`config.mk`:
```
export PLATFORM = sky130hd
export DESIGN_NAME = key_event_queue_flat
export DESIGN_NICKNAME = d
export VERILOG_FILES = /design/src/rtl/key_event_queue_if.sv /design/src/rtl/key_event_queue.sv /design/src/flat_wrapper.sv
export SDC_FILE = /design/constraint.sdc
export NUM_CORES = 1
export LEC_CHECK = 0
export ABC_AREA = 1
export CORE_ASPECT_RATIO = 1.2
export CORE_MARGIN = 2
export CORE_UTILIZATION = 61
export DETAILED_ROUTE_END_ITERATION = 8
export HOLD_SLACK_MARGIN = 0.15
export PLACE_DENSITY = 0.83
export SLEW_MARGIN = 20
export SYNTH_ARGS = -nofsm -noshare
export SYNTH_HDL_FRONTEND = slang
export SYNTH_SLANG_ARGS = --single-unit
export TNS_END_PERCENT = 30
```
`constraint.sdc`:
```
create_clock -name clk -period 7.28 [get_ports clk]
set_input_delay 1.82 -clock clk [delete_from_list [all_inputs] [get_ports clk]]
set_output_delay 1.82 -clock clk [all_outputs]
set_load 0.02 [all_outputs]
```
`src/rtl/key_event_queue_if.sv`:
```
// key_event_queue_if: byte-stream input, event-FIFO output and status bundle for key_event_queue
//   master: drives key_en/key_data (PS/2 bytes), rd_en (pop), clr_ovf; observes the event/status outputs
//   slave : the queue itself
interface key_event_queue_if #(
    parameter int DEPTH     = 8,
    parameter int NUM_TRACK = 4
);
    logic                     key_en;
    logic [7:0]               key_data;
    logic                     rd_en;
    logic                     clr_ovf;
    logic                     ev_valid;
    logic [7:0]               ev_keycode;
    logic                     ev_ext;
    logic                     ev_make;
    logic [$clog2(DEPTH):0]   count;
    logic                     overflow;
    logic [NUM_TRACK-1:0]     held;
    modport master (
        output key_en, key_data, rd_en, clr_ovf,
        input  ev_valid, ev_keycode, ev_ext, ev_make, count, overflow, held
    );
    modport slave (
        input  key_en, key_data, rd_en, clr_ovf,
        output ev_valid, ev_keycode, ev_ext, ev_make, count, overflow, held
    );
endinterface

```
`src/rtl/key_event_queue.sv`:
```
// key_event_queue: PS/2 scancode decoder feeding a FWFT event FIFO with a held-key bitmap
//   clk, reset : clock, synchronous active-high reset
//   bus.key_en/key_data : incoming scancode byte strobe
//   bus.rd_en/clr_ovf   : pop head event, clear sticky overflow
//   bus.ev_*            : head event {ext, make, code}, zero when empty
//   bus.count/overflow/held : occupancy, lost-event flag, tracked-key press map
module key_event_queue #(
    parameter int                     DEPTH         = 8,
    parameter int                     NUM_TRACK     = 4,
    parameter logic [NUM_TRACK*9-1:0] TRACK_CODES   = {9'h175, 9'h172, 9'h16B, 9'h174},
    parameter bit                     FILTER_REPEAT = 1'b1
) (
    input logic                clk,
    input logic                reset,
    key_event_queue_if.slave   bus
);
    localparam int AW = $clog2(DEPTH);
    localparam int CW = AW + 1;

    typedef enum logic [2:0] {IDLE, EXT, BRK, EXT_BRK, PAUSE} state_t;

    state_t                 r_state, w_state_nxt;
    logic [2:0]             r_skip, w_skip_nxt;
    logic [9:0]             r_mem [DEPTH];
    logic [AW-1:0]          r_rd, r_wr;
    logic [CW-1:0]          r_count;
    logic                   r_ovf;
    logic [NUM_TRACK-1:0]   r_held;
    logic                   w_ev_gen, w_ev_ext, w_ev_make;
    logic [NUM_TRACK-1:0]   w_match;
    logic                   w_filt, w_pop, w_push_req, w_push, w_lost;
    logic [9:0]             w_head;

    always_comb begin
        w_state_nxt = r_state;
        w_skip_nxt  = r_skip;
        w_ev_gen    = 1'b0;
        w_ev_ext    = 1'b0;
        w_ev_make   = 1'b1;
        if (bus.key_en) begin
            case (r_state)
                IDLE: begin
                    if (bus.key_data == 8'hE0) w_state_nxt = EXT;
                    else if (bus.key_data == 8'hF0) w_state_nxt = BRK;
                    else if (bus.key_data == 8'hE1) begin
                        w_state_nxt = PAUSE;
                        w_skip_nxt  = 3'd7;
                    end
                    // AA (self-test pass) and FA (ack) are controller chatter, not keys
                    else w_ev_gen = (bus.key_data != 8'hAA) && (bus.key_data != 8'hFA);
                end
                EXT: begin
                    if (bus.key_data == 8'hF0) w_state_nxt = EXT_BRK;
                    else if (bus.key_data != 8'hE0) begin
                        w_ev_gen    = 1'b1;
                        w_ev_ext    = 1'b1;
                        w_state_nxt = IDLE;
                    end
                end
                BRK: begin
                    w_ev_gen    = 1'b1;
                    w_ev_make   = 1'b0;
                    w_state_nxt = IDLE;
                end
                EXT_BRK: begin
                    w_ev_gen    = 1'b1;
                    w_ev_ext    = 1'b1;
                    w_ev_make   = 1'b0;
                    w_state_nxt = IDLE;
                end
                PAUSE: begin
                    w_skip_nxt  = r_skip - 3'd1;
                    w_state_nxt = (r_skip == 3'd1) ? IDLE : PAUSE;
                end
                default: w_state_nxt = IDLE;
            endcase
        end
    end

    for (genvar i = 0; i < NUM_TRACK; i++) begin : g_match
        assign w_match[i] = w_ev_gen && ({w_ev_ext, bus.key_data} == TRACK_CODES[9*i +: 9]);
    end

    // A repeated make of an already-held tracked key is typematic noise
    assign w_filt     = FILTER_REPEAT && w_ev_make && |(w_match & r_held);
    assign w_pop      = bus.rd_en && (r_count != '0);
    assign w_push_req = w_ev_gen && !w_filt;
    assign w_push     = w_push_req && ((r_count < CW'(DEPTH)) || w_pop);
    assign w_lost     = w_push_req && !w_push;

    always_ff @(posedge clk) begin
        if (reset) begin
            r_state <= IDLE;
            r_skip  <= '0;
            r_rd    <= '0;
            r_wr    <= '0;
            r_count <= '0;
            r_ovf   <= 1'b0;
            r_held  <= '0;
        end else begin
            r_state <= w_state_nxt;
            r_skip  <= w_skip_nxt;
            if (w_push) r_wr <= r_wr + AW'(1);
            if (w_pop) r_rd <= r_rd + AW'(1);
            r_count <= r_count + CW'(w_push) - CW'(w_pop);
            r_ovf   <= w_lost ? 1'b1 : (bus.clr_ovf ? 1'b0 : r_ovf);
            for (int k = 0; k < NUM_TRACK; k++)
                if (w_match[k]) r_held[k] <= w_ev_make;
        end
    end

    always_ff @(posedge clk) begin
        if (w_push) r_mem[r_wr] <= {w_ev_ext, w_ev_make, bus.key_data};
    end

    assign w_head         = r_mem[r_rd];
    assign bus.ev_valid   = (r_count != '0);
    assign bus.ev_keycode = bus.ev_valid ? w_head[7:0] : 8'h00;
    assign bus.ev_make    = bus.ev_valid ? w_head[8] : 1'b0;
    assign bus.ev_ext     = bus.ev_valid ? w_head[9] : 1'b0;
    assign bus.count      = r_count;
    assign bus.overflow   = r_ovf;
    assign bus.held       = r_held;
endmodule

```
`src/flat_wrapper.sv`:
```
// flat-port wrapper written by rule: the top's interface ports become plain ports
module key_event_queue_flat 
#(
    parameter int                     DEPTH         = 8,
    parameter int                     NUM_TRACK     = 4,
    parameter logic [NUM_TRACK*9-1:0] TRACK_CODES   = {9'h175, 9'h172, 9'h16B, 9'h174},
    parameter bit                     FILTER_REPEAT = 1'b1
)
  (clk, reset, bus_key_en, bus_key_data, bus_rd_en, bus_clr_ovf, bus_ev_valid, bus_ev_keycode, bus_ev_ext, bus_ev_make, bus_count, bus_overflow, bus_held);
  key_event_queue_if #(.DEPTH(DEPTH), .NUM_TRACK(NUM_TRACK)) bus_i ();
  input logic clk;
  input logic reset;
  input wire logic [$bits(bus_i.key_en)-1:0] bus_key_en;
  input wire logic [$bits(bus_i.key_data)-1:0] bus_key_data;
  input wire logic [$bits(bus_i.rd_en)-1:0] bus_rd_en;
  input wire logic [$bits(bus_i.clr_ovf)-1:0] bus_clr_ovf;
  output wire logic [$bits(bus_i.ev_valid)-1:0] bus_ev_valid;
  output wire logic [$bits(bus_i.ev_keycode)-1:0] bus_ev_keycode;
  output wire logic [$bits(bus_i.ev_ext)-1:0] bus_ev_ext;
  output wire logic [$bits(bus_i.ev_make)-1:0] bus_ev_make;
  output wire logic [$bits(bus_i.count)-1:0] bus_count;
  output wire logic [$bits(bus_i.overflow)-1:0] bus_overflow;
  output wire logic [$bits(bus_i.held)-1:0] bus_held;
  assign bus_i.key_en = bus_key_en;
  assign bus_i.key_data = bus_key_data;
  assign bus_i.rd_en = bus_rd_en;
  assign bus_i.clr_ovf = bus_clr_ovf;
  assign bus_ev_valid = bus_i.ev_valid;
  assign bus_ev_keycode = bus_i.ev_keycode;
  assign bus_ev_ext = bus_i.ev_ext;
  assign bus_ev_make = bus_i.ev_make;
  assign bus_count = bus_i.count;
  assign bus_overflow = bus_i.overflow;
  assign bus_held = bus_i.held;
  key_event_queue #(.DEPTH(DEPTH), .NUM_TRACK(NUM_TRACK), .TRACK_CODES(TRACK_CODES), .FILTER_REPEAT(FILTER_REPEAT)) u_core (.clk(clk), .reset(reset), .bus(bus_i));
endmodule
```
### After elaboration in Yosys (flattened, before gate mapping)

Memories as Yosys holds them, arrays and structs flattened. A register that Yosys moved wholly into a read port is not among the register bits.
Cells that the tools add are included.

* $add $sub $neg: 5
* magnitude comparators: 1
* equal/unequal tests: 20
* multiplexer cells: 31
* bitwise operators: 1
* reductions and logical operators: 21

Operators by type and width (number)
* $eq A9 B9 Y1 const B: 4
* $mux W3: 11
* $eq A8 B8 Y1 const B: 3
* $ne A8 B8 Y1 const B: 3
* $mux W1: 15
* $logic_and A1 B1 Y1: 10
* $pmux W3 S3: 1
* $mux W8: 1
* $add A3 B1 Y3 const B: 2
* $eq A3 B1 Y1 const B: 2
* $eq A3 B2 Y1 const B: 2
* $pmux W3 S2: 1
* $reduce_and A5 Y1: 1
* $add A4 B1 Y4: 1
* $and A4 B4 Y4: 1
* $lt A4 B4 Y1 const B: 1
* $ne A2 B2 Y1 const B: 2
* $ne A4 B1 Y1 const B: 1
* $reduce_bool A2 Y1: 2
* $reduce_bool A4 Y1: 1
* $reduce_or A4 Y1: 1
* $sub A4 B1 Y4: 1
* $eq A3 B3 Y1 const B: 1
* $logic_not A3 Y1: 1
* other kinds (9): 10

* flip-flop bits (word level): 21
* bits in writable memories: 80
* output and inout port bits: 20
* word-level logic and storage cells: 90
* memories kept: 1

Memory list
* u_core.r_mem: words 8, width 10, rd ports 1, clocked after Yosys merged registers in 1, write ports 1, line key_event_queue.sv:24 `logic [9:0] r_mem [DEPTH];`

### Depth between registers and ports, before layout

* depth after elaboration: 17
* gate-level depth with buffers: 17
* depth with buffers taken out: 17

### Worst setup path before layout

No wires, ideal clock.

* kind: input to register
* from: input port bus_key_data[3]
* to: memory u_core.r_mem[2][0], enable pin
* setup time: 0.390 ns
* data arrival time: 3.570 ns
* required time: 6.890 ns
* path slack: 3.320 ns
* cell stages on the path: 11
* path buffers: 0
* path through: inv_2 nand2_1 nor2_2 nand2_1 nand2_2 nand2_2 nand4_1 nand2_2 o21ai_4 nand3_4 nor3_1

* cells in the longest elaborated chain, start to end: 16

Ends and longest elaborated chain
* start, declared: line flat_wrapper.sv:14 `input wire logic [$bits(bus_i.key_data)-1:0] bus_key_data;`
* branches (longest 12 deep; another with $eq A9 B9 Y1)
* $logic_and A1 B1 Y1 (*): line key_event_queue.sv:87 `assign w_push_req = w_ev_gen && !w_filt;`
* $logic_and A1 B1 Y1 (*): line key_event_queue.sv:88 `assign w_push = w_push_req && ((r_count < CW'(DEPTH)) || w_pop);`
* $mux W1 (*): line key_event_queue.sv:113 `if (w_push) r_mem[r_wr] <= {w_ev_ext, w_ev_make, bus.key_data};`
* $mux W1 (not written as such) (*): line key_event_queue.sv:113
* end, declared: line key_event_queue.sv:24

Every way passes the cells marked *.

==> summary.md <==
| Metric | Value |
|---|---|
| Distinct cells, synth | 31 |
| H-tree levels | 3 |
| Net Count, Synth | 452 |
| Final hold vios | 0 |
| Hold Path Cell Cnt | 2 |
| Hold_sp | u_core.bus.overflow$_SDFFE_PP0P_ |
| Final RePlAce weighted congestion | 0.871 |
| Status | completed |
| Synthesis warning total | 0 |
| Worst-Margin Slew | 1.10 ns |
| Async set-reset flop share out of synthesis | 0 |
| Pin count of the biggest net entering global routing | 42 |
| Post-synth EDFFs | 80 |
| Fillers | 512 |
| All-Layer GR Usage | 0.257 |
| Cell area after placement | 0.00489 sq mm |
| Crit Path Max Fanout | 41 |
| Post-Synthesis Cell Area | 0.00450 sq mm |
| Root Driver | clkbuf_8 |
| Power per cell area | ~360 mW/mm^2 |
| Wirelength per Cell | 17.2 um |
| Gr ovfl total | 0 |
| Post-synthesis cell count | 429 |
| Antenna diodes | 0 |
| R2r startpoint | u_core.bus.count[3]$_SDFF_PP0_ |
| Cts bufs inserted | 9 |
| Finish-stage setup viols | 0 |
| Min-Delay Endpoint | u_core.bus.overflow$_SDFFE_PP0P_ |
| Post_cts resized | 0 |
| First-pass GRT wire length | 15200 um |
| Die area | 0.00809 sq mm |
| Design Area, Final | 0.00508 sq mm |
| Clk buf depth | 2 |
| Max-cap viol count | 0 |
| Cell taking the most area after synthesis | edfxtp_1 |
| Hold buffers post-CTS | 0 |
| Non-Filler Instances | 553 |
| Routed vias | approximately 3.3k |
| # IOs | 33 |
| Starting DRT DRC Count | 329 |
| WL final | 9530 um |
| Fin crit period | 5.11 ns |
| Crit end category | primary output |
| Std cell rows | 34 |
| Max VDD drop | 0.000277 V |
| Register area share after synthesis | 0.640 |
| RSZ-0062 raised after global routing | false |
| Layout overhead on the synthesized area | 13.0% |
| Fmax | 0.196 GHz |
| Detailed placement HPWL | just over 6000 um |
| Chip height | slightly below 100 um |
| Initial Util | 0.626 |
| Clk Latency, worst-skew pair | between 0.3 and 0.4 ns |
| Pins Over Slew Limit | 0 |
| Ys flop type | edfxtp_1 |
| Leading post-synthesis cells by cell area | edfxtp_1 (53%), dfxtp_1 (11%), nor2_1 (6.9%), o21ai_0 (6.8%), nand2_1 (2.8%) |
| Number of global-route vias before repair | between 3k and 4k |
| Post-synth top area share | 0.534 |
| Via density per instance | roughly 6 |
| LEAKAGE | 1.78 nW |
| Core Box Area | 0.00719 sq mm |
| Synth cell count leaders | nor2_1 (83), edfxtp_1 (80), o21ai_0 (61), nand2_1 (33), inv_1 (32) |
| Avg Cell Area, Syn | 10.5 sq um |
| Residual DRC count | 0 |
| Initial DRT Pass Iterations | 5 |
| Share of post-route cells with drive strength above 1 | 0.0713 |
| Setup Fix Bufs, Post-CTS | 0 |
| Die W | just over 80 um |
| Final Cycle Share | 0.702 |
| Clock Skew | 0.0112 ns |
| Kind of critical path | reg -> out |
| ANT nets after route | 0 |
| Hold Crit Class | reg -> reg |
| Reg clk slew, reported paths | 0.09 ns |
| Initial antenna violation count | 0 |
| Post-synthesis sequential element count | 104 |
| CTS tree | built |
| Flop2flop setup slack | 4.35 ns |
| Worst Setup Start Kind | register |
| RR Endpoint | u_core.r_mem[6][0]$_DFFE_PP_ |
| CTS Sinks | 104 |
| Setup TNS | 0 ns |
| Fin nets | 481 |
| I/O Buffers | 32 |
| Slew HR | 0.265 |
| Placed Cells incl. Taps | 537 |
| Top-count cell post-synth | nor2_1 |
| FF-to-FF path depth | 7 |
| Data required time of the worst path | between 5 and 6 ns |
| Arrival @ worst endpoint | 3.29 ns |
worst max-delay path, cell delays in order, from the launching register on:
cell,delay [ns]
dfxtp_1,0.31
buf_4,0.24
inv_1,0.82
o21ai_0,0.22
o22ai_1,0.25
o21ai_0,0.12
a31oi_1,0.28
clkdlybuf4s50_1,0.66
through the flow:
| step | setup WS, ns | total power [W] | hold WS (ns) | util |
|---|---|---|---|---|
| final | 2.17 | 0.00183 | 0.470 | 0.707 |
| after global routing | 1.95 | 0.00194 | 0.498 | 0.707 |
| after CTS | 2.18 | 0.00182 | 0.475 | 0.706 |
| after detailed placement | 2.33 | 0.00149 | 0.458 | 0.680 |
| after global placement | 2.41 | 0.00146 | 0.446 | 0.680 |
| after floorplan | 3.32 | 0.00124 | 0.433 | - |
layer usage:
layer,global-route usage,share of wire,vias to the layer above
li1,-,-,1567
met3,0.0416,0.075,12
met4,0.110,0.017,0
met5,0,0,-
met2,0.411,0.51,168
met1,0.345,0.40,1531
report_power, final:
part | total, W | internal (W) | switching [W]
combinational | 0.000698 | 0.000256 | 0.000442
clock | 0.000342 | 0.000159 | 0.000184
sequential | 0.000789 | 0.000733 | 0.0000556
state kept, by name, summed over array words and instances, names as in the netlist, named ones only:
signal               count
u_core.r_rd              3
u_core.bus.count         4
u_core.bus.held          4
u_core.r_wr              3
u_core.bus.overflow      1
u_core.r_mem            80
u_core.r_state           3
u_core.r_skip            3
layout by cell type, fill, tap and decap left out, drive strengths merged, types with 2 or more instances in the layout:
| master | n |
|---|---|
| nor2 | 86 |
| edfxtp | 80 |
| o21ai | 62 |
| nand2 | 38 |
| inv | 36 |
| clkdlybuf4s50 | 32 |
| dfxtp | 24 |
| a31oi | 14 |
| a21oi | 12 |
| nand4 | 12 |
| o22ai | 11 |
| nand3 | 11 |
| clkbuf | 11 |
| ha | 9 |
| nor3 | 7 |
| buf | 3 |
| clkinv | 3 |
| xor2 | 2 |
| clkinvlp | 2 |
how the worst max path moves through the flow:
stage | from | to | cells past startpoint
final | register | bus_ev_keycode[5] | 7
after global routing | register | bus_ev_keycode[0] | 7
after CTS | register | bus_ev_keycode[0] | 7
after detailed placement | bus_key_data[0] | u_core.r_mem[0][3]$_DFFE_PP_ | 12
after global placement | bus_key_data[4] | u_core.r_mem[0][3]$_DFFE_PP_ | 12
after floorplan | bus_key_data[3] | u_core.r_mem[2][0]$_DFFE_PP_ | 11
cells by family (layout without fill, tap and decap cells):
group / after synthesis / count (layout) / synth area share
DFF: 104 / 104 / 0.640
adders and majority gates: 10 / 10 / 0.0295
AOI/OAI and AO/OA: 102 / 102 / 0.125
xor gates and xnor gates: 3 / 3 / 0.00584
and+or+nand+nor: 156 / 156 / 0.154
buffers and inverters: 54 / 88 / 0.0459
area by class of cell:
cell class / instances / area (sq um) / share of cell area
clock buffers: 11 / 131 / 0.0258
well taps: 90 / 113 / 0.0221
multi-input cells: 271 / 1420 / 0.279
inverters: 37 / 139 / 0.0273
clock inverters: 5 / 57.6 / 0.0113
repair buffers: 35 / 343 / 0.0674
flip-flops and latches: 104 / 2880 / 0.567
Note: power is estimated with default switching activity, not from simulation.
